File: src/rtl/cpu_pkg.sv
`default_nettype none
// ============================================================================
// Module      : cpu_pkg
// Description : Shared constants and fetch-state encoding for the CPU front end.
// Revision    : 1.0 - initial release
// ============================================================================
package cpu_pkg;

  localparam logic [31:0] NOP_INSTR        = 32'h0000_0000;
  localparam logic [31:0] DEFAULT_RESET_PC = 32'h0000_0000;

  typedef enum logic [1:0] {
    ST_IDLE    = 2'd0,
    ST_BUSY    = 2'd1,
    ST_DISCARD = 2'd2
  } fetch_state_e;

endpackage
`default_nettype wire

File: src/rtl/fetch_fifo.sv
`default_nettype none
// ============================================================================
// Module      : fetch_fifo
// Description : Synchronous prefetch FIFO with flush; flush beats push/pop.
// Revision    : 1.0 - initial release
// ============================================================================
module fetch_fifo #(
  parameter int DEPTH = 2,
  parameter int WIDTH = 64,
  parameter int CW    = $clog2(DEPTH) + 1
) (
  input  logic             Clk,
  input  logic             Rst_n,
  input  logic             Push,
  input  logic [WIDTH-1:0] PushData,
  input  logic             Pop,
  input  logic             Flush,
  output logic [CW-1:0]    Count,
  output logic [WIDTH-1:0] HeadData
);

  localparam int PW = $clog2(DEPTH);

  logic [WIDTH-1:0] mem_q [DEPTH];
  logic [PW-1:0]    wr_ptr_q;
  logic [PW-1:0]    rd_ptr_q;
  logic [CW-1:0]    count_q;

  always_ff @(posedge Clk or negedge Rst_n) begin
    if (!Rst_n) begin
      wr_ptr_q <= '0;
      rd_ptr_q <= '0;
      count_q  <= '0;
    end else if (Flush) begin
      wr_ptr_q <= '0;
      rd_ptr_q <= '0;
      count_q  <= '0;
    end else begin
      if (Push) wr_ptr_q <= wr_ptr_q + 1'b1;
      if (Pop)  rd_ptr_q <= rd_ptr_q + 1'b1;
      count_q <= count_q + {{(CW-1){1'b0}}, Push} - {{(CW-1){1'b0}}, Pop};
    end
  end

  // Storage needs no reset: entries are only visible while count is non-zero.
  always_ff @(posedge Clk) begin
    if (Push && !Flush) mem_q[wr_ptr_q] <= PushData;
  end

  assign Count    = count_q;
  assign HeadData = mem_q[rd_ptr_q];

endmodule
`default_nettype wire

File: src/rtl/fetch_unit.sv
`default_nettype none
// ============================================================================
// Module      : fetch_unit
// Description : PC owner and single-outstanding instruction fetcher feeding IF/ID.
// Revision    : 1.0 - initial release
// ============================================================================
module fetch_unit
  import cpu_pkg::*;
#(
  parameter int          DEPTH    = 2,
  parameter logic [31:0] RESET_PC = DEFAULT_RESET_PC
) (
  input  logic        Clk,
  input  logic        Rst_n,
  output logic        ImReq,
  output logic [31:0] ImAddr,
  input  logic        ImAck,
  input  logic [31:0] ImData,
  input  logic        Redirect,
  input  logic [31:0] RedirectPC,
  input  logic        IdReady,
  output logic        IfValid,
  output logic [31:0] IfInstr,
  output logic [31:0] IfPCPlus4
);

  localparam int          CW      = $clog2(DEPTH) + 1;
  localparam logic [CW:0] DEPTH_W = (CW+1)'(DEPTH);

  fetch_state_e state_q, state_d;
  logic [31:0]  fetch_pc_q, fetch_pc_d;
  logic [31:0]  req_addr_q, req_addr_d;

  logic [CW-1:0] count;
  logic [63:0]   head;
  logic          push;
  logic          pop;
  logic [CW:0]   count_next;
  logic          room;
  logic [31:0]   target;
  logic [31:0]   req_plus4;

  assign target    = RedirectPC & 32'hFFFF_FFFC;
  assign req_plus4 = req_addr_q + 32'd4;

  assign IfValid = (count != '0) && !Redirect;
  assign pop     = IfValid && IdReady;
  assign push    = (state_q == ST_BUSY) && ImAck && !Redirect;

  always_comb begin
    count_next = '0;
    if (!Redirect) begin
      count_next = {1'b0, count} + {{CW{1'b0}}, push} - {{CW{1'b0}}, pop};
    end
  end

  assign room = count_next < DEPTH_W;

  fetch_fifo #(
    .DEPTH (DEPTH),
    .WIDTH (64)
  ) u_fifo (
    .Clk      (Clk),
    .Rst_n    (Rst_n),
    .Push     (push),
    .PushData ({ImData, req_plus4}),
    .Pop      (pop),
    .Flush    (Redirect),
    .Count    (count),
    .HeadData (head)
  );

  always_ff @(posedge Clk or negedge Rst_n) begin
    if (!Rst_n) begin
      state_q    <= ST_IDLE;
      fetch_pc_q <= RESET_PC;
      req_addr_q <= 32'h0;
    end else begin
      state_q    <= state_d;
      fetch_pc_q <= fetch_pc_d;
      req_addr_q <= req_addr_d;
    end
  end

  always_comb begin
    state_d    = state_q;
    fetch_pc_d = fetch_pc_q;
    req_addr_d = req_addr_q;
    case (state_q)
      ST_IDLE: begin
        if (Redirect) begin
          state_d    = ST_BUSY;
          req_addr_d = target;
        end else if (room) begin
          state_d    = ST_BUSY;
          req_addr_d = fetch_pc_q;
        end
      end
      ST_BUSY: begin
        if (Redirect) begin
          if (ImAck) begin
            req_addr_d = target;
          end else begin
            state_d = ST_DISCARD;
          end
        end else if (ImAck) begin
          fetch_pc_d = req_plus4;
          if (room) begin
            req_addr_d = req_plus4;
          end else begin
            state_d = ST_IDLE;
          end
        end
      end
      ST_DISCARD: begin
        // A stale ack coinciding with a new redirect goes straight to the new target.
        if (ImAck) begin
          state_d    = ST_BUSY;
          req_addr_d = Redirect ? target : fetch_pc_q;
        end
      end
      default: state_d = ST_IDLE;
    endcase
    if (Redirect) fetch_pc_d = target;
  end

  assign ImReq     = (state_q != ST_IDLE);
  assign ImAddr    = req_addr_q;
  assign IfInstr   = IfValid ? head[63:32] : NOP_INSTR;
  assign IfPCPlus4 = IfValid ? head[31:0]  : 32'h0;

endmodule
`default_nettype wire

File: config.mk
export PLATFORM = sky130hd
export DESIGN_NAME = fetch_unit
export DESIGN_NICKNAME = d
export VERILOG_FILES = /design/src/rtl/cpu_pkg.sv /design/src/rtl/fetch_fifo.sv /design/src/rtl/fetch_unit.sv
export SDC_FILE = /design/constraint.sdc
export NUM_CORES = 1
export LEC_CHECK = 0
export ABC_AREA = 1
export CAP_MARGIN = 20
export CORE_UTILIZATION = 50
export CTS_CLUSTER_SIZE = 40
export DETAILED_ROUTE_END_ITERATION = 16
export PLACE_DENSITY = 0.76
export SYNTH_ARGS = -nofsm -noshare
export SYNTH_HDL_FRONTEND = slang
export SYNTH_SLANG_ARGS = --single-unit
File: constraint.sdc
create_clock -name Clk -period 8.8 [get_ports Clk]
set_input_delay 2.2 -clock Clk [delete_from_list [all_inputs] [get_ports Clk]]
set_output_delay 2.2 -clock Clk [all_outputs]
set_load 0.02 [all_outputs]
Word-level counts from Yosys, hierarchy flattened
Memory sizes are Yosys's and may differ from the RTL's.
Index checks and enable logic that the tools add are counted.

operators by class
  add/subtract/negate cells = 7
  multiply operators = 0
  div/mod/pow operators = 0
  $lt $le $gt $ge = 1
  equality and inequality tests = 9
  shift-type cells = 0
  muxes and demuxes = 30
  bitwise operators = 0
  reductions and logical operators = 17

operators by type and width
  cell                   count
  $mux 32                13
  $pmux 32 s3            1
  $add 32x3->32 const B  1
  $mux 2                 8
  $ne 3x3->1 const B     5
  $reduce_bool 2->1      6
  $reduce_and 5->1       2
  $mux 1                 6
  $pmux 2 s3             1
  $logic_and 1x1->1      5
  $ne 2x2->1 const B     2
  $add 2x1->3            1
  $lt 3x2->1 const B     1
  $mux 3                 1
  $reduce_bool 3->1      1
  $sub 3x1->3            1
  $add 1x1->1 const B    2
  $add 2x1->2            1
  $eq 2x1->1 const B     1
  $eq 2x2->1 const B     1
  $logic_not 2->1        1
  $reduce_and 2->1       1
  $sub 2x1->2            1
  $logic_not 1->1        1

word-level totals
  flip-flop bits (word level) = 70
  bits in latches = 0
  bits in writable memories = 128
  memory bits (read-only) = 0
  output and inout bits = 98
  logic and storage cells = 71
  memories kept = 1

memory list
  memory        depth  width  read ports  clocked after Yosys merged registers in  wr ports  line              source
  u_fifo.mem_q  2      64     1           0                                        1         fetch_fifo.sv:24  logic [WIDTH-1:0] mem_q [DEPTH];

Logic depth before layout (Yosys ltp)
Gate-level depths: netlist of run 1.

  word-level depth = 11
  mapped depth = 19
  gate-level depth less buffers = 17

Cells and area by module
Synthesis of run 1 repeated with hierarchy kept, for this count alone.

unflattened totals
  cells, all modules = 993
  area total of the unflattened synthesis = 9947.0 um2

modules (own cells, without submodules)
  module      instances  cells each  area each (um2)  seq. area each (um2)
  fetch_fifo  1          226         4986.0           3943.8
  fetch_unit  1          767         4961.0           1651.6

Worst setup path before layout of run 1
Ideal clock, no wire load.

  kind = input port to flip-flop
  start = input ImAck
  end = memory u_fifo.mem_q[0][0] (enable)
  setup time = 488 ps
  arrival time = 5420 ps
  required time = 8312 ps
  slack = 2893 ps
  stages = 4
  path buffers = 0
  cell sequence = clkinv_1 > nor2_2 > nand2_1 > nor2_1

between the ends
  word-level cells in the longest chain between the ends = 5

ends and longest elaborated chain
  element                         line              source
  from (decl)                     fetch_unit.sv:17  input logic ImAck,
  $logic_and 1x1->1 (2 in a row)  fetch_unit.sv:48  assign push = (state_q == ST_BUSY) && ImAck && !Redirect;
  $logic_and 1x1->1               fetch_fifo.sv:47  if (Push && !Flush) mem_q[wr_ptr_q] <= PushData;
  $mux 1                          fetch_fifo.sv:47
  $mux 1 (implied by the code)    fetch_fifo.sv:47
  to (decl)                       fetch_fifo.sv:24

Every way passes these cells.

Final worst setup path of run 1
  start = input Redirect
  end = output IfPCPlus4[13]

between the ends
  word-level cells in the longest chain between the ends = 3

ends and longest elaborated chain
  element            line               source
  from (decl)        fetch_unit.sv:19   input logic Redirect,
  $logic_not 1->1    fetch_unit.sv:46   assign IfValid = (count != '0) && !Redirect;
  $logic_and 1x1->1  fetch_unit.sv:46
  $mux 32            fetch_unit.sv:130  assign IfPCPlus4 = IfValid ? head[31:0] : 32'h0;
  to (decl)          fetch_unit.sv:24   output logic [31:0] IfPCPlus4

Every way passes these cells.

==> flow_summary.ini, run 1 <==
[outcome]
status = complete, no violations

[clock_network]
cts_resized = 0
cts_tree = yes
holdBufCountCts = 0
clockRootBuffer = clkbuf_16
htreeDepth = 4
clk_pin_slew_ns = 0.07
cts_made_buffers = 17
cts_setup_buffers = 0
clockBufferDepth = 2
clock-sinks = 198
worstSkewPairLatency_ns = 0.44

[routing]
firstDrtPassIters = 6
routed-via-count = 7171
drc = 0
routed_via_density = 5.23
routed_wl_um = 22100
final_antenna_net_count = 0
wire_per_inst_um = 16.1
drtIter0Drc = 486

[logic_synthesis]
synthTopCellsByArea = edfxtp_1, dfrtp_1, nand2_1, mux2_2, inv_1
synth_area_um2 = 9510
synth.avg_cell_area_um2 = 9.79
yosysUniqueCellTypes = 41
synth_top_cell_area_share_pct = 40.4
syn_inst = 972
synthArstFlopShare_pct = 35.4
synth_compound_area_share_pct = 4.62
ys_warn_count = 0
synthSimpleGateAreaFrac_pct = 20.4
yosysSeqAreaShare_pct = 58.8
synth_nets = 1045
synth-xor-area-share_pct = 1.25
synthMuxAreaShare_pct = 7.58
synth_fa_ha_area_share_pct = 0.605
synth-seq-cells = 198
synth_edf_count = 128
synth_ff_type = edfxtp_1
synth_area_leader_cell = edfxtp_1
synth_top_family_by_area = simple AND/OR/NAND/NOR gates

[floorplanning]
start_util_pct = 50.9
rows = 50
io_pins = 167
die-height_um = 140
dieArea_um2 = 19600
core_area_um2 = 18700
die_w_um = 140

[power_and_ir_drop]
irDropWorstVdd_uv = 214
pwr-share-seq_pct = 39.8
combPwrFrac_pct = 36.7
p_sw_mw = 1.31
sw_frac_of_total_pct = 37.8
p_per_area_nw_per_um2 = 291
leakage_nw = 5.22
p_int_mw = 2.16
clock_power_share_pct = 23.5

[finish]
final_net_count = 1198
drive_gt1_share_pct = 11.8
diodes = 0
final_cell_mix = nand2_1, clkdlybuf4s50_1, edfxtp_1
syn2layout_area_growth_pct = 25.7
fillers = 1472
layout.cells.most_common = nand2_1

[placement]
gp_congestion = 0.875
hpwl_um = 14800
numPortBuffers = 164

[worst_setup_path]
slowest_stage = clkdlybuf4s50_1
worstPathCellList = clkdlybuf4s50_1, buf_4, a21oi_4, buf_4, nand2_1, inv_1, clkdlybuf4s50_1
cp_num_buf_inv = 5
slowest_delay_ns = 0.60
path_class = in -> out
path_delay_family = buffers and inverters
crit_arrival_ns = 4.80
crit_fanout = 47
critPathLaunchType = primary input
r2r_setup_slack_ns = 4.32
worstSetupEndpointType = primary output
required_ns = 6.60

[grt]
grt_pass1_wl_um = 35700
grt_pass1_vias = 6850
overflow = 0
grt_max_degree = 71
grtUsageTotal_pct = 23.6
grt_antenna_before_repair = 0

[sta]
setup_viol = 0
rsz0062_at_grt = no
finalHoldViolations = 0
max_slew_margin_pct = 37.8
drv_slew = 0
hold-worst-slack_ns = 0.498
tightest_slew_ns = 0.933
max_freq_ghz = 0.143
tns_ns = 0
min_period_ns = 7.00
timing.final.crit_share_pct = 79.5
skew_ns = 0.00993

[job]
cap_viol_max_count = 0

[min_path]
hp-class = reg -> reg
metal layers:
layer | up-vias | global-route usage (%) | wire length [um]
met5 | - | 0 | 0
met4 | 0 | 8.79 | 576
met3 | 40 | 5.71 | 1380
met2 | 265 | 37.6 | 10200
met1 | 3394 | 31.5 | 10000
li1 | 3472 | - | -
metrics by stage:
step                      power (mW)  utilization [%]  setup slack, ns  cell area [um^2]  std cells
after global placement          2.63             60.6             1.75             11300       1340
after global routing            3.66             63.9             1.63             12000       1372
after floorplan                 2.16                -             2.89              9510        972
after CTS                       3.48             63.9             1.76             12000       1372
after detailed placement        2.66             60.6             1.76             11300       1340
final                           3.48             63.9             1.80             12000       1372
path summary, 6_finish.rpt:
| check | end | cells after the start | from |
|---|---|---|---|
| worst max register to register | ImAddr[30]$_DFFE_PN0P_ | 14 | state_q[1]$_DFFE_PN0P_ |
| max in group asynchronous | u_fifo.rd_ptr_q$_DFFE_PN0P_ | 2 | Rst_n |
| worst min-delay path | fetch_pc_q[13]$_DFFE_PN0P_ | 2 | fetch_pc_q[13]$_DFFE_PN0P_ |
| min in group asynchronous | ImAddr[28]$_DFFE_PN0P_ | 2 | Rst_n |
| worst max-delay path | IfPCPlus4[13] | 7 | Redirect |
| worst min register to register | fetch_pc_q[13]$_DFFE_PN0P_ | 2 | fetch_pc_q[13]$_DFFE_PN0P_ |
power groups by stage:
stage	registers [mW]	clock network, mW	logic (mW)
after detailed placement	1.40	0	1.27
after global placement	1.39	0	1.24
after CTS	1.38	0.829	1.27
after global routing	1.40	0.864	1.39
final	1.38	0.817	1.28
after floorplan	1.43	0	0.734
kinds of logic after synthesis:
logic type | Yosys count
compound gates | 76
xor+xnor | 11
fa+ha+maj | 4
buf+inv | 157
flops | 198
mux | 64
simple gates | 462
Yosys cell counts (all sizes together) (4+ instances only):
cell	count
mux2	64
a21oi	30
buf	30
inv	119
dfrtp	70
edfxtp	128
nand3	54
o211ai	4
nand2	310
o21ai	20
o21bai	4
nor2	87
a31oi	8
clkbuf	7
nand3b	7
xor2	8
worst register-to-register path: stages, from the launching register on:
cell and delay [ns]:
dfrtp_1 0.38, inv_1 0.13, nand2_2 0.44, nor2_2 0.35, nand2_1 0.36, inv_1 0.72
ha_1 0.30, fa_1 0.44, nand2_1 0.10, nand3_1 0.12, nand2_2 0.16, nand2_4 0.24
inv_4 0.41, nor2_1 0.11, a21oi_1 0.14
cell type report:
type	count	area (um^2)	area share (%)
Clock buffer	17	425	3.56
Timing Repair Buffer	171	1690	14.1
Tap cell	234	293	2.45
Inverter	120	453	3.79
Sequential cell	198	5600	46.8
Multi-Input combinational cell	617	3300	27.6
Clock inverter	15	195	1.63
flip-flops by register name (all words and copies together), names as in the netlist:
name	cells
u_fifo.rd_ptr_q	1
u_fifo.Count	2
ImAddr	32
state_q	2
u_fifo.mem_q	128
fetch_pc_q	32
u_fifo.wr_ptr_q	1
(Power assumes the default switching activity.)
==> run 2, diff against run 1 <==
- CORE_UTILIZATION: 50 -> 48
- PLACE_DENSITY: 0.76 -> 0.77
- clock period: 8.8 -> 6.2 ns (I/O delays scaled with it)
==> flow_summary.ini, run 2 (synthesis results as in run 1) <==
[worst_setup_path]
required_ns = 4.65
slowest_delay_ns = 0.63
cpMostUsedCell = clkdlybuf4s50_1
critPathLaunchType = primary input
worstPathCellList = clkdlybuf4s50_1, a21oi_4, buf_12, nand2_1, inv_1, clkdlybuf4s50_1
cp_num_buf_inv = 4
crit_arrival_ns = 3.34
slowest_stage = clkdlybuf4s50_1
path_delay_family = buffers and inverters
path_class = in -> out
worstSetupEndpointType = primary output
crit_fanout = 66

[placement]
numPortBuffers = 164
gp_congestion = 0.882
hpwl_um = 15100
dp.cells = 1374
dpl-instance-area_um2 = 11400

[sta]
min_period_ns = 4.89
drv_slew = 0
tightest_slew_ns = 0.927
hold-worst-slack_ns = 0.492
max_freq_ghz = 0.204
rsz0062_at_grt = no
skew_ns = 0.0139
timing.final.crit_share_pct = 78.9
setup_viol = 0
finalHoldViolations = 0
max_slew_margin_pct = 38.2
tns_ns = 0

[power_and_ir_drop]
sw_frac_of_total_pct = 37.5
combPwrFrac_pct = 37.1
p_int_mw = 3.03
irDropWorstVdd_uv = 207
pwr-share-seq_pct = 40.9
p_per_area_nw_per_um2 = 403
clock_power_share_pct = 22.0
leakage_nw = 5.20
p_sw_mw = 1.82

[min_path]
hp-class = reg -> reg

[floorplanning]
dieArea_um2 = 20400
start_util_pct = 48.9
rows = 51
die_w_um = 143
io_pins = 167
core_area_um2 = 19500
die-height_um = 143

[finish]
final_cell_mix = nand2_1, clkdlybuf4s50_1, edfxtp_1
largest_register = u_fifo.mem_q
design_area_um2 = 12000
drive_gt1_share_pct = 11.7
diodes = 0
syn2layout_area_growth_pct = 26.2
multi_input_area_um2 = 3300
final_net_count = 1201
largest_register_ffs = 128
instances_no_fill = 1406
regArea_um2 = 5600
layout.cells.most_common = nand2_1
fillers = 1615

[clock_network]
holdBufCountCts = 0
clockBufferDepth = 2
clk_pin_slew_ns = 0.08
cts_made_buffers = 17
worstSkewPairLatency_ns = 0.43
clock-sinks = 198
cts_setup_buffers = 0
cts_resized = 0
cts_tree = yes
clockRootBuffer = clkbuf_16
htreeDepth = 4

[routing]
drtIter0Drc = 566
routed-via-count = 7154
routed_via_density = 5.09
final_antenna_net_count = 0
routed_wl_um = 22000
firstDrtPassIters = 6
drc = 0
wire_per_inst_um = 15.6

[job]
cap_viol_max_count = 0

[grt]
grt_max_degree = 71
grt_pass1_wl_um = 34400
grt_pass1_vias = 6810
grt_antenna_before_repair = 0
overflow = 0
grtUsageTotal_pct = 22.3

[outcome]
status = complete, no violations
-- run 2: cell count changes in the layout (fill, tap and decap cells not counted), sizes merged --
cell      change
bufinv        -1
buf           +3
clkinvlp      +3
inv           -6
clkbuf        +3
clkinv        +1
-- run 2: layout make-up --
cell class / instances / share of cell area, %
clock inverters: 12 / 1.09
multi-input cells: 617 / 27.5
flip-flops and latches: 198 / 46.6
clock buffers: 20 / 3.64
well taps: 265 / 2.76
inverters: 120 / 3.77
repair buffers: 174 / 14.6
-- run 2: path summary, 6_finish.rpt --
kind / start / endpoint / slack (ns) / cells after the start
worst min register to register: fetch_pc_q[11]$_DFFE_PN0P_ / fetch_pc_q[11]$_DFFE_PN0P_ / 0.49 / 2
max in group asynchronous: Rst_n / u_fifo.rd_ptr_q$_DFFE_PN0P_ / 4.19 / 2
worst max register to register: state_q[1]$_DFFE_PN0P_ / ImAddr[21]$_DFFE_PN0P_ / 2.47 / 15
worst max-delay path: Redirect / IfPCPlus4[17] / 1.31 / 6
worst min-delay path: fetch_pc_q[11]$_DFFE_PN0P_ / fetch_pc_q[11]$_DFFE_PN0P_ / 0.49 / 2
min in group asynchronous: Rst_n / ImAddr[25]$_DFFE_PN0P_ / 1.33 / 2
-- run 2: metrics by stage --
step           utilization, %  setup slack [ns]  power, mW
2_1_floorplan               -             0.943       3.07
3_3_place_gp             58.8              1.33       3.73
3_5_place_dp             58.8              1.24       3.78
4_1_cts                  61.7              1.29       4.85
5_1_grt                  61.7              1.22       5.12
6_report                 61.7              1.31       4.84
-- run 2: per-layer routing --
| metal | up-vias | part of all wire, % | GRT usage, % |
|---|---|---|---|
| li1 | 3464 | - | - |
| met1 | 3388 | 44 | 30.0 |
| met2 | 268 | 46 | 35.5 |
| met3 | 34 | 7.7 | 4.86 |
| met4 | 0 | 2.2 | 8.26 |
| met5 | - | 0 | 0 |
-- run 2: worst register-to-register path, delay by kind of cell, from the launching register on --
| family | cells | cell delay (ns) |
|---|---|---|
| fa+ha+maj | 2 | 0.67 |
| simple gates | 8 | 1.62 |
| compound gates | 1 | 0.15 |
| buf+inv | 4 | 0.83 |
| flops | 1 | 0.38 |
-- run 2: power by group through the flow --
stage | Clock [mW] | Combinational, mW | Sequential, mW
after floorplan | 0 | 1.04 | 2.03
after global placement | 0 | 1.74 | 1.99
after detailed placement | 0 | 1.78 | 2.00
after CTS | 1.08 | 1.79 | 1.97
after global routing | 1.13 | 1.97 | 2.01
final | 1.06 | 1.80 | 1.98
